`src/rtl/rv_load_writeback.sv`:
```
// Load unit with register-file writeback: issues one aligned word read, extracts
// and extends the addressed lane, and shares the write port with the ALU.
module rv_load_writeback #(
    parameter int MAX_WAIT = 255
) (
    input  logic        clk,
    input  logic        rst,
    input  logic        ld_valid_i,
    output logic        ld_ready_o,
    input  logic [31:0] ld_addr_i,
    input  logic [4:0]  ld_rd_i,
    input  logic [2:0]  ld_funct3_i,
    output logic        mem_req_o,
    output logic [31:0] mem_addr_o,
    input  logic        mem_gnt_i,
    input  logic        mem_rvalid_i,
    input  logic [31:0] mem_rdata_i,
    input  logic        alu_wb_valid_i,
    input  logic [4:0]  alu_wb_rd_i,
    input  logic [31:0] alu_wb_data_i,
    output logic        reg_write_o,
    output logic [4:0]  write_reg_o,
    output logic [31:0] write_data_o,
    output logic        busy_o,
    output logic [4:0]  pend_rd_o,
    output logic        ld_err_o
);

    typedef enum logic [1:0] {S_IDLE, S_REQ, S_WAIT, S_WB} state_t;

    localparam logic [15:0] WAIT_LAST = 16'(MAX_WAIT - 1);

    state_t      state_q, state_d;
    logic [31:0] addr_q, addr_d;
    logic [4:0]  rd_q, rd_d;
    logic [2:0]  funct3_q, funct3_d;
    logic [15:0] cnt_q, cnt_d;
    logic [31:0] data_q, data_d;
    logic        err_q, err_d;

    logic        cmd_bad;
    logic [7:0]  byte_lane;
    logic [15:0] half_lane;
    logic [31:0] ld_ext;
    logic        alu_sel;
    logic        ld_sel;

    always_ff @(posedge clk or posedge rst) begin
        if (rst) begin
            state_q  <= S_IDLE;
            addr_q   <= 32'd0;
            rd_q     <= 5'd0;
            funct3_q <= 3'd0;
            cnt_q    <= 16'd0;
            data_q   <= 32'd0;
            err_q    <= 1'b0;
        end else begin
            state_q  <= state_d;
            addr_q   <= addr_d;
            rd_q     <= rd_d;
            funct3_q <= funct3_d;
            cnt_q    <= cnt_d;
            data_q   <= data_d;
            err_q    <= err_d;
        end
    end

    always_comb begin
        case (ld_funct3_i)
            3'b000, 3'b100: cmd_bad = 1'b0;
            3'b001, 3'b101: cmd_bad = ld_addr_i[0];
            3'b010:         cmd_bad = (ld_addr_i[1:0] != 2'b00);
            default:        cmd_bad = 1'b1;
        endcase
    end

    always_comb begin
        case (addr_q[1:0])
            2'd0:    byte_lane = mem_rdata_i[7:0];
            2'd1:    byte_lane = mem_rdata_i[15:8];
            2'd2:    byte_lane = mem_rdata_i[23:16];
            default: byte_lane = mem_rdata_i[31:24];
        endcase
        half_lane = addr_q[1] ? mem_rdata_i[31:16] : mem_rdata_i[15:0];
        case (funct3_q)
            3'b000:  ld_ext = {{24{byte_lane[7]}}, byte_lane};
            3'b001:  ld_ext = {{16{half_lane[15]}}, half_lane};
            3'b100:  ld_ext = {24'd0, byte_lane};
            3'b101:  ld_ext = {16'd0, half_lane};
            default: ld_ext = mem_rdata_i;
        endcase
    end

    // ALU owns the port whenever it writes a real register; x0 writes free it.
    assign alu_sel = alu_wb_valid_i && (alu_wb_rd_i != 5'd0);
    assign ld_sel  = !rst && (state_q == S_WB) && (rd_q != 5'd0) && !alu_sel;

    always_comb begin
        state_d  = state_q;
        addr_d   = addr_q;
        rd_d     = rd_q;
        funct3_d = funct3_q;
        cnt_d    = cnt_q;
        data_d   = data_q;
        err_d    = 1'b0;
        case (state_q)
            S_IDLE: begin
                if (ld_valid_i) begin
                    addr_d   = ld_addr_i;
                    rd_d     = ld_rd_i;
                    funct3_d = ld_funct3_i;
                    if (cmd_bad) err_d = 1'b1;
                    else         state_d = S_REQ;
                end
            end
            S_REQ: begin
                if (mem_gnt_i) begin
                    state_d = S_WAIT;
                    cnt_d   = 16'd0;
                end
            end
            S_WAIT: begin
                if (mem_rvalid_i) begin
                    data_d  = ld_ext;
                    state_d = S_WB;
                end else if (cnt_q == WAIT_LAST) begin
                    err_d   = 1'b1;
                    state_d = S_IDLE;
                end else begin
                    cnt_d = cnt_q + 16'd1;
                end
            end
            default: begin
                // A load to x0 never needs the port, so it retires regardless.
                if ((rd_q == 5'd0) || !alu_sel) state_d = S_IDLE;
            end
        endcase
    end

    assign ld_ready_o   = (state_q == S_IDLE);
    assign busy_o       = (state_q != S_IDLE);
    assign mem_req_o    = (state_q == S_REQ);
    assign mem_addr_o   = {addr_q[31:2], 2'b00};
    assign pend_rd_o    = busy_o ? rd_q : 5'd0;
    assign ld_err_o     = err_q;
    assign reg_write_o  = alu_sel || ld_sel;
    assign write_reg_o  = alu_sel ? alu_wb_rd_i : rd_q;
    assign write_data_o = alu_sel ? alu_wb_data_i : data_q;

endmodule

```
`config.mk`:
```
export PLATFORM = sky130hd
export DESIGN_NAME = rv_load_writeback
export DESIGN_NICKNAME = d
export VERILOG_FILES = /design/src/rtl/rv_load_writeback.sv
export SDC_FILE = /design/constraint.sdc
export NUM_CORES = 1
export LEC_CHECK = 0
export CAP_MARGIN = 20
export CORE_AREA = 10 10 134 106
export CTS_BUF_LIST = sky130_fd_sc_hd__clkbuf_4 sky130_fd_sc_hd__clkbuf_8 sky130_fd_sc_hd__clkbuf_16
export DETAILED_ROUTE_END_ITERATION = 10
export DIE_AREA = 0 0 144 116
export PLACE_DENSITY = 0.79
export SLEW_MARGIN = 5
export SYNTH_ARGS = -nofsm -noshare
export SYNTH_HDL_FRONTEND = slang
export SYNTH_SLANG_ARGS = --single-unit
```
`constraint.sdc`:
```
create_clock -name clk -period 3.3 [get_ports clk]
set_input_delay 0.66 -clock clk [delete_from_list [all_inputs] [get_ports clk]]
set_output_delay 0.66 -clock clk [all_outputs]
set_load 0.01 [all_outputs]
```
==> impl_metrics.py, run 1 <==
metrics = {
    "routing": {
        "totalWireLength_mm": 16.4,
        "drt_iter0_drc": 329,
        "vias_per_cell": 5.38,
        "wl_per_cell_um": 20.4,
        "num_vias": 4321,
        "ant_nets": 0,
        "first_pass_iters": 5,
        "drc": 0,
    },
    "logic_synthesis": {
        "syn_avg_cell_area_um2": 10.1,
        "synth.distinct_cells": 48,
        "yosys_warnings": 0,
        "synth_seq_area_share_pct": 45.8,
        "synth_top_flop_cell": "dfrtp_1",
        "synth_compound_area_share_pct": 10.1,
        "synth_seq_cells": 91,
        "synth_area_mm2": 0.00497,
        "synth-xor-area-share_pct": 1.23,
        "synth_adder_area_share_pct": 0.504,
        "yosys.area_share.simple_pct": 15.7,
        "synth_edf_count": 0,
        "synth_top_family_by_area": "multiplexers",
        "synth.area.mux_share_pct": 18.8,
        "syn_inst": 493,
        "async_reset_ff_share_pct": 100,
    },
    "power": {
        "p_total_mw": 5.85,
        "p_clk_share_pct": 20.3,
        "combPwrFrac_pct": 45.0,
        "p_sw_mw": 2.09,
        "power_density_mw_per_mm2": 812,
        "p_leak_nw": 3.02,
        "seqPwrFrac_pct": 34.7,
        "peakVddDrop_mv": 0.489,
        "internal_power_mw": 3.76,
        "netSwitchingFraction_pct": 35.8,
    },
    "finish": {
        "nFillCells": 921,
        "instances_no_fill": 803,
        "drive_above_1_share_pct": 18.8,
        "final_design_area_no_fill_mm2": 0.00720,
        "nets": 770,
        "area_delta_synth_final_pct": 45.0,
    },
    "sta": {
        "rsz0062_at_grt": "no",
        "maxSlewHeadroom_pct": 43.6,
        "fin_worst_skew_ps": 7.72,
        "worst_pin_slew_ps": 844,
        "clock.fmax_mhz": 307,
        "finalCritPeriodShare_pct": 98.6,
        "min_period_ps": 3250,
        "hold_viol": 0,
        "setup_ws_ps": 47.6,
        "finalMaxSlewViolations": 0,
        "setup_viol": 0,
    },
    "critical_path": {
        "rr_worst_depth": 4,
        "crit_type": "primary input to output port",
        "r2r_end": "data_q[23]",
        "cp.arrival_ps": 2590,
        "crit_slowest_cell": "clkdlybuf4s50_1",
        "cp.required_ps": 2640,
        "reg2reg_slack_ps": 1050,
        "crit_path_start_kind": "primary input",
        "crit_chain": "clkdlybuf4s50_1 -> or4_4 -> o21ai_4 -> buf_6 -> bufbuf_16 -> mux2_1 -> buf_2",
        "critPathMaxFanout": 7,
        "crit_buf_inv": 4,
        "path_delay_family": "buffers and inverters",
        "r2r-start": "addr_q[1]",
        "max_stage_delay_ps": 440,
        "endpoint_kind": "output port",
    },
    "place": {
        "placed_cell_area_mm2": 0.00680,
        "placedCellCount": 779,
        "preCtsSetupSlack_ps": -373,
        "port-buffer-count": 191,
        "dp_hpwl_mm": 12.3,
        "routabilityCongestion": 0.862,
    },
    "clock_tree": {
        "hold_buffers": 0,
        "numCtsBuffers": 9,
        "clk_transition_reported_paths_ps": 70,
        "tritoncts": "done",
        "htreeDepth": 3,
        "clkLatencyLatePin_ps": 340,
        "cts-root-buf": "clkbuf_16",
        "clockBufferDepth": 2,
        "clock-sinks": 91,
    },
    "floorplan": {
        "die_w_um": 144,
        "num_rows": 34,
        "io-pin-count": 194,
        "start_util_pct": 43.4,
        "fp.dieH_um": 116,
        "coreArea_mm2": 0.0114,
        "die-area_mm2": 0.0167,
    },
    "outcome": {
        "status": "finished, final reports clean",
    },
    "global_route": {
        "grt_pass1_wl_mm": 25.2,
        "antenna_found_initial": 2,
        "grt_start_max_net_pins": 57,
        "grt_pass1_vias": 4583,
        "grt_usage_pct": 19.3,
        "gr-total-overflow": 0,
    },
    "worst_hold_path": {
        "min_from": "data_q[3]",
        "min_to": "data_q[3]",
        "hold_depth": 2,
        "hp-class": "flip-flop to flip-flop",
    },
    "run": {
        "maxCapViolations": 0,
    },
}
## worst max-delay path by stage
stage / from / to / slack [ps] / depth (start not counted)
global route: alu_wb_rd_i[4] / write_data_o[28] / 0.7 / 7
finish: alu_wb_rd_i[4] / write_data_o[6] / 50 / 7
global placement: alu_wb_rd_i[1] / write_data_o[18] / -260 / 6
floorplan: rst / addr_q[0] / 280 / 1
CTS: alu_wb_rd_i[4] / write_data_o[29] / 20 / 8
detailed placement: alu_wb_rd_i[1] / write_data_o[23] / -370 / 6
## metrics by stage
| stage | setup TNS (ps) | hold slack, ps | utilization (%) |
|---|---|---|---|
| floorplan | 0 | 444 | - |
| global placement | -9320 | 464 | 59.5 |
| detailed placement | -12620 | 475 | 59.5 |
| CTS | 0 | 490 | 63.0 |
| global route | 0 | 512 | 62.9 |
| finish | 0 | 487 | 63.0 |
## synth_stat cells (2+ instances only)
library cell  number  area [um2]
nand2_1           60         225
o211ai_1           6        45.0
o31a_1             2        17.5
dfrtp_1           91        2280
nor3_1             3        15.0
o21ai_2            2        17.5
nor2_1            37         139
mux2i_1            9        90.1
clkbuf_1          11        41.3
mux2_2            52         586
nor4_1             2        12.5
and3_1             2        12.5
inv_1              5        18.8
ha_1               2        25.0
o21a_1             2        15.0
and2_1             3        18.8
buf_2             12        60.1
nor2b_1           14        87.6
nand3_1           16        80.1
nand2b_1           2        12.5
o22ai_1           15        93.8
nor3b_1           10        75.1
xor2_1             6        52.6
mux2_1            21         236
buf_4             34         255
o21ai_0           22         110
a21oi_1           27         135
o21ai_1            2        10.0
or4_1              4        30.0
## cell usage in the layout, fill, tap and decap left out, types with 3 or more instances in the layout
master	instances
nor2b_1	14
dfrtp_1	91
mux2_2	52
inv_1	4
clkdlybuf4s50_1	150
dlygate4sd2_1	3
buf_4	5
nand3_1	16
nand2_1	60
or4_1	3
o22ai_1	15
buf_12	4
buf_2	23
mux2_1	20
clkdlybuf4s15_2	4
clkdlybuf4s15_1	10
mux2i_1	9
xor2_1	6
buf_6	4
nor3b_1	10
nor2_1	37
a21oi_1	27
clkbuf_16	9
bufinv_16	3
o211ai_1	6
nor3_1	3
o21ai_0	22
## flip-flops by register name (all words and copies together), names as in the netlist
signal,flops
ld_err_o,1
addr_q,32
funct3_q,3
rd_q,5
state_q,2
data_q,32
cnt_q,16
## repair_timing
action,4_1_cts,5_1_grt
endpoints found under the hold margin,0,0
gates resized for setup,138,1
pin swaps,2,1
gates cloned,3,0
buffers inserted,4,0
setup endpoints to repair,38,12
## power groups by stage
| stage | Combinational, mW | Clock (mW) | Sequential [mW] |
|---|---|---|---|
| 2_1_floorplan | 1.82 | 0 | 1.83 |
| 3_3_place_gp | 2.61 | 0 | 2.00 |
| 3_5_place_dp | 2.70 | 0 | 2.04 |
| 4_1_cts | 2.66 | 1.21 | 2.03 |
| 5_1_grt | 2.86 | 1.25 | 2.10 |
| 6_report | 2.63 | 1.18 | 2.03 |
## logic make-up (layout without fill, tap and decap cells)
logic type      after synthesis  count (layout)
buf+inv                      64             228
xor+xnor                      7               7
compound gates               85              85
other cells                   1               3
simple gates                160             160
flops                        91              91
fa+ha+maj                     2               2
mux                          83              83
## tightest hold or removal path, delay by kind of cell (launching register included)
kind,cells,cell delay [ps]
flip-flops,1,350
AO/OA/AOI/OAI,1,60
AND/OR/NAND/NOR,1,50
## layout make-up
type	instances	area, um2	area share, %
clock inverters	7	124	1.72
well taps	144	180	2.50
clock buffers	9	225	3.13
flip-flops and latches	91	2280	31.6
diodes	1	2.50	0.0347
multi-input cells	339	2330	32.4
repair buffers	206	2040	28.3
inverters	6	23.8	0.330
## layer usage
| metal | up-vias | GRT usage [%] | part of all wire, % |
|---|---|---|---|
| li1 | 2024 | - | - |
| met1 | 2102 | 23.0 | 40 |
| met5 | - | 0 | 0 |
| met2 | 180 | 32.1 | 48 |
| met4 | 0 | 3.60 | 1.1 |
| met3 | 15 | 8.22 | 10 |
No activity file was read; power rests on OpenSTA's default activity.
==> inputs of run 2 (changes only) <==
--- a/config.mk
+++ b/config.mk
@@ -5,13 +5,14 @@
 export SDC_FILE = /design/constraint.sdc
 export NUM_CORES = 1
 export LEC_CHECK = 0
+export ABC_AREA = 0
 export CAP_MARGIN = 20
 export CORE_AREA = 10 10 134 106
 export CTS_BUF_LIST = sky130_fd_sc_hd__clkbuf_4 sky130_fd_sc_hd__clkbuf_8 sky130_fd_sc_hd__clkbuf_16
 export DETAILED_ROUTE_END_ITERATION = 10
 export DIE_AREA = 0 0 144 116
 export PLACE_DENSITY = 0.79
-export SLEW_MARGIN = 5
+export SKIP_CTS_REPAIR_TIMING = 1
 export SYNTH_ARGS = -nofsm -noshare
 export SYNTH_HDL_FRONTEND = slang
 export SYNTH_SLANG_ARGS = --single-unit
==> run 2 against run 1 <==
Net effect:
- non-clock buffer count decreased by 1
- sequential power about the same
- die area unchanged
- worst setup slack got worse by 1.6 ps
- combinational power increased by 2%
- sequential share of layout area decreased by 0.58 points
- critical path type unchanged
- largest power group unchanged
- highest routed layer unchanged
==> impl_metrics.py, run 2 (same netlist as run 1, synthesis figures left out) <==
metrics = {
    "sta": {
        "clock.fmax_mhz": 307,
        "finalCritPeriodShare_pct": 98.6,
        "setup_ws_ps": 46.0,
        "worst_pin_slew_ps": 829,
        "min_period_ps": 3250,
        "fin_worst_skew_ps": 7.71,
        "setup_viol": 0,
        "finalMaxSlewViolations": 0,
        "hold_viol": 0,
        "maxSlewHeadroom_pct": 44.6,
        "rsz0062_at_grt": "no",
        "hold_ws_ps": 487,
    },
    "critical_path": {
        "crit_buf_inv": 5,
        "endpoint_kind": "output port",
        "crit_top_cell": "buf_12",
        "critPathMaxFanout": 8,
        "crit_path_end": "write_data_o[24]",
        "crit_type": "primary input to output port",
        "cp.required_ps": 2640,
        "r2r_end": "data_q[23]",
        "crit_chain": "clkdlybuf4s50_1 -> or4_4 -> o21ai_4 -> buf_12 -> buf_12 -> buf_4 -> mux2_2 -> clkbuf_2",
        "path_delay_family": "buffers and inverters",
        "reg2reg_slack_ps": 1000,
        "crit_path_start_kind": "primary input",
        "crit_slowest_cell": "or4_4",
        "max_stage_delay_ps": 450,
        "cp.arrival_ps": 2590,
        "r2r-start": "addr_q[1]",
        "cp.depth": 8,
        "cp-startpoint": "alu_wb_rd_i[1]",
        "rr_worst_depth": 4,
    },
    "clock_tree": {
        "clkLatencyLatePin_ps": 340,
        "cts-root-buf": "clkbuf_16",
        "tritoncts": "done",
        "numCtsBuffers": 9,
        "clock-sinks": 91,
        "clk_transition_reported_paths_ps": 70,
        "clockBufferDepth": 2,
        "htreeDepth": 3,
    },
    "global_route": {
        "use_met2_pct": 30.5,
        "grt_util_met3_pct": 8.34,
        "antenna_found_initial": 2,
        "gr-total-overflow": 0,
        "grt_pass1_wl_mm": 24.4,
        "gr-usage-met1_pct": 21.7,
        "grt_start_max_net_pins": 57,
        "grt_most_used_layer": "met2",
        "grt_pass1_vias": 4501,
        "grt_usage_pct": 18.4,
    },
    "place": {
        "routabilityCongestion": 0.862,
        "port-buffer-count": 191,
        "preCtsSetupSlack_ps": -373,
        "dp_hpwl_mm": 12.3,
        "placedCellCount": 779,
    },
    "floorplan": {
        "die-area_mm2": 0.0167,
        "coreArea_mm2": 0.0114,
        "start_util_pct": 43.4,
        "fp.dieH_um": 116,
        "die_w_um": 144,
        "io-pin-count": 194,
        "num_rows": 34,
    },
    "power": {
        "internal_power_mw": 3.81,
        "p_sw_mw": 2.10,
        "peakVddDrop_mv": 0.490,
        "netSwitchingFraction_pct": 35.6,
        "combPwrFrac_pct": 45.4,
        "p_total_mw": 5.91,
        "p_clk_share_pct": 20.1,
        "p_leak_nw": 3.36,
        "seqPwrFrac_pct": 34.5,
        "power_density_mw_per_mm2": 805,
    },
    "routing": {
        "drt_iter0_drc": 364,
        "num_vias": 4416,
        "totalWireLength_mm": 16.7,
        "vias_per_cell": 5.51,
        "drc": 0,
        "first_pass_iters": 5,
        "ant_nets": 0,
        "wl_per_cell_um": 20.9,
    },
    "finish": {
        "area_delta_synth_final_pct": 47.7,
        "nets": 769,
        "drive_above_1_share_pct": 14.9,
        "top_regs": "addr_q x32, data_q x32, cnt_q x16",
        "mostFrequentLayoutCells": "clkdlybuf4s50_1, dfrtp_1, nand2_1",
        "final_common_cell": "clkdlybuf4s50_1",
        "instances_no_fill": 802,
    },
    "worst_hold_path": {
        "hp-class": "flip-flop to flip-flop",
    },
    "run": {
        "maxCapViolations": 0,
    },
    "outcome": {
        "status": "finished, final reports clean",
    },
}
-- run 2: changes by cell type in the layout (fill, tap and decap cells not counted), moves of 2 or more --
cell / previous run / this run
dlygate4sd2_1: 3 / 0
clkdlybuf4s15_2: 4 / 0
clkbuf_2: 0 / 2
buf_2: 23 / 1
dlymetal6s2s_1: 0 / 38
clkbuf_16: 9 / 11
buf_6: 4 / 1
buf_4: 5 / 8
clkdlybuf4s15_1: 10 / 0
buf_16: 2 / 0
-- run 2: final cells by class --
cell class	instances	area [um2]
flip-flops and latches	91	2280
clock inverters	7	124
clock buffers	9	225
inverters	6	23.8
repair buffers	205	2170
fillers	898	4100
multi-input cells	339	2330
diodes	1	2.50
well taps	144	180
-- run 2: worst min-delay path by stage --
stage	slack, ps	endpoint	start	cells after the start
finish	490	data_q[3]	data_q[3]	2
global route	510	data_q[3]	data_q[3]	2
CTS	490	data_q[3]	data_q[3]	2
detailed placement	480	data_q[3]	data_q[3]	2
global placement	460	data_q[12]	data_q[12]	2
floorplan	440	data_q[0]	data_q[0]	2
-- run 2: power by group through the flow --
stage / Sequential, mW / Clock, mW / Combinational (mW)
after floorplan: 1.83 / 0 / 1.82
after global placement: 2.00 / 0 / 2.61
after detailed placement: 2.04 / 0 / 2.70
after CTS: 2.03 / 1.21 / 2.73
after global routing: 2.11 / 1.25 / 2.91
final: 2.04 / 1.19 / 2.69
-- run 2: routing by layer --
| layer | routed length (um) | part of all wire, % | vias to the layer above |
|---|---|---|---|
| met2 | 7920 | 47 | 236 |
| li1 | - | - | 2020 |
| met3 | 1780 | 11 | 26 |
| met1 | 6740 | 40 | 2134 |
| met4 | 291 | 1.7 | 0 |
| met5 | 0 | 0 | - |
-- run 2: tightest hold or removal path, stage by stage (launching register included) --
cell and delay [ps]:
dfrtp_1 350, nand2_1 50, o21ai_0 60
-- run 2: per-stage QoR --
| step | TNS, ps | cell area (um2) | util, % |
|---|---|---|---|
| final | 0 | 7340 | 64.1 |
| after global routing | 0 | 7340 | 64.1 |
| after detailed placement | -12620 | 6800 | 59.5 |
| after global placement | -9320 | 6800 | 59.5 |
| after floorplan | 0 | 4970 | - |
| after CTS | -12730 | 7150 | 62.5 |
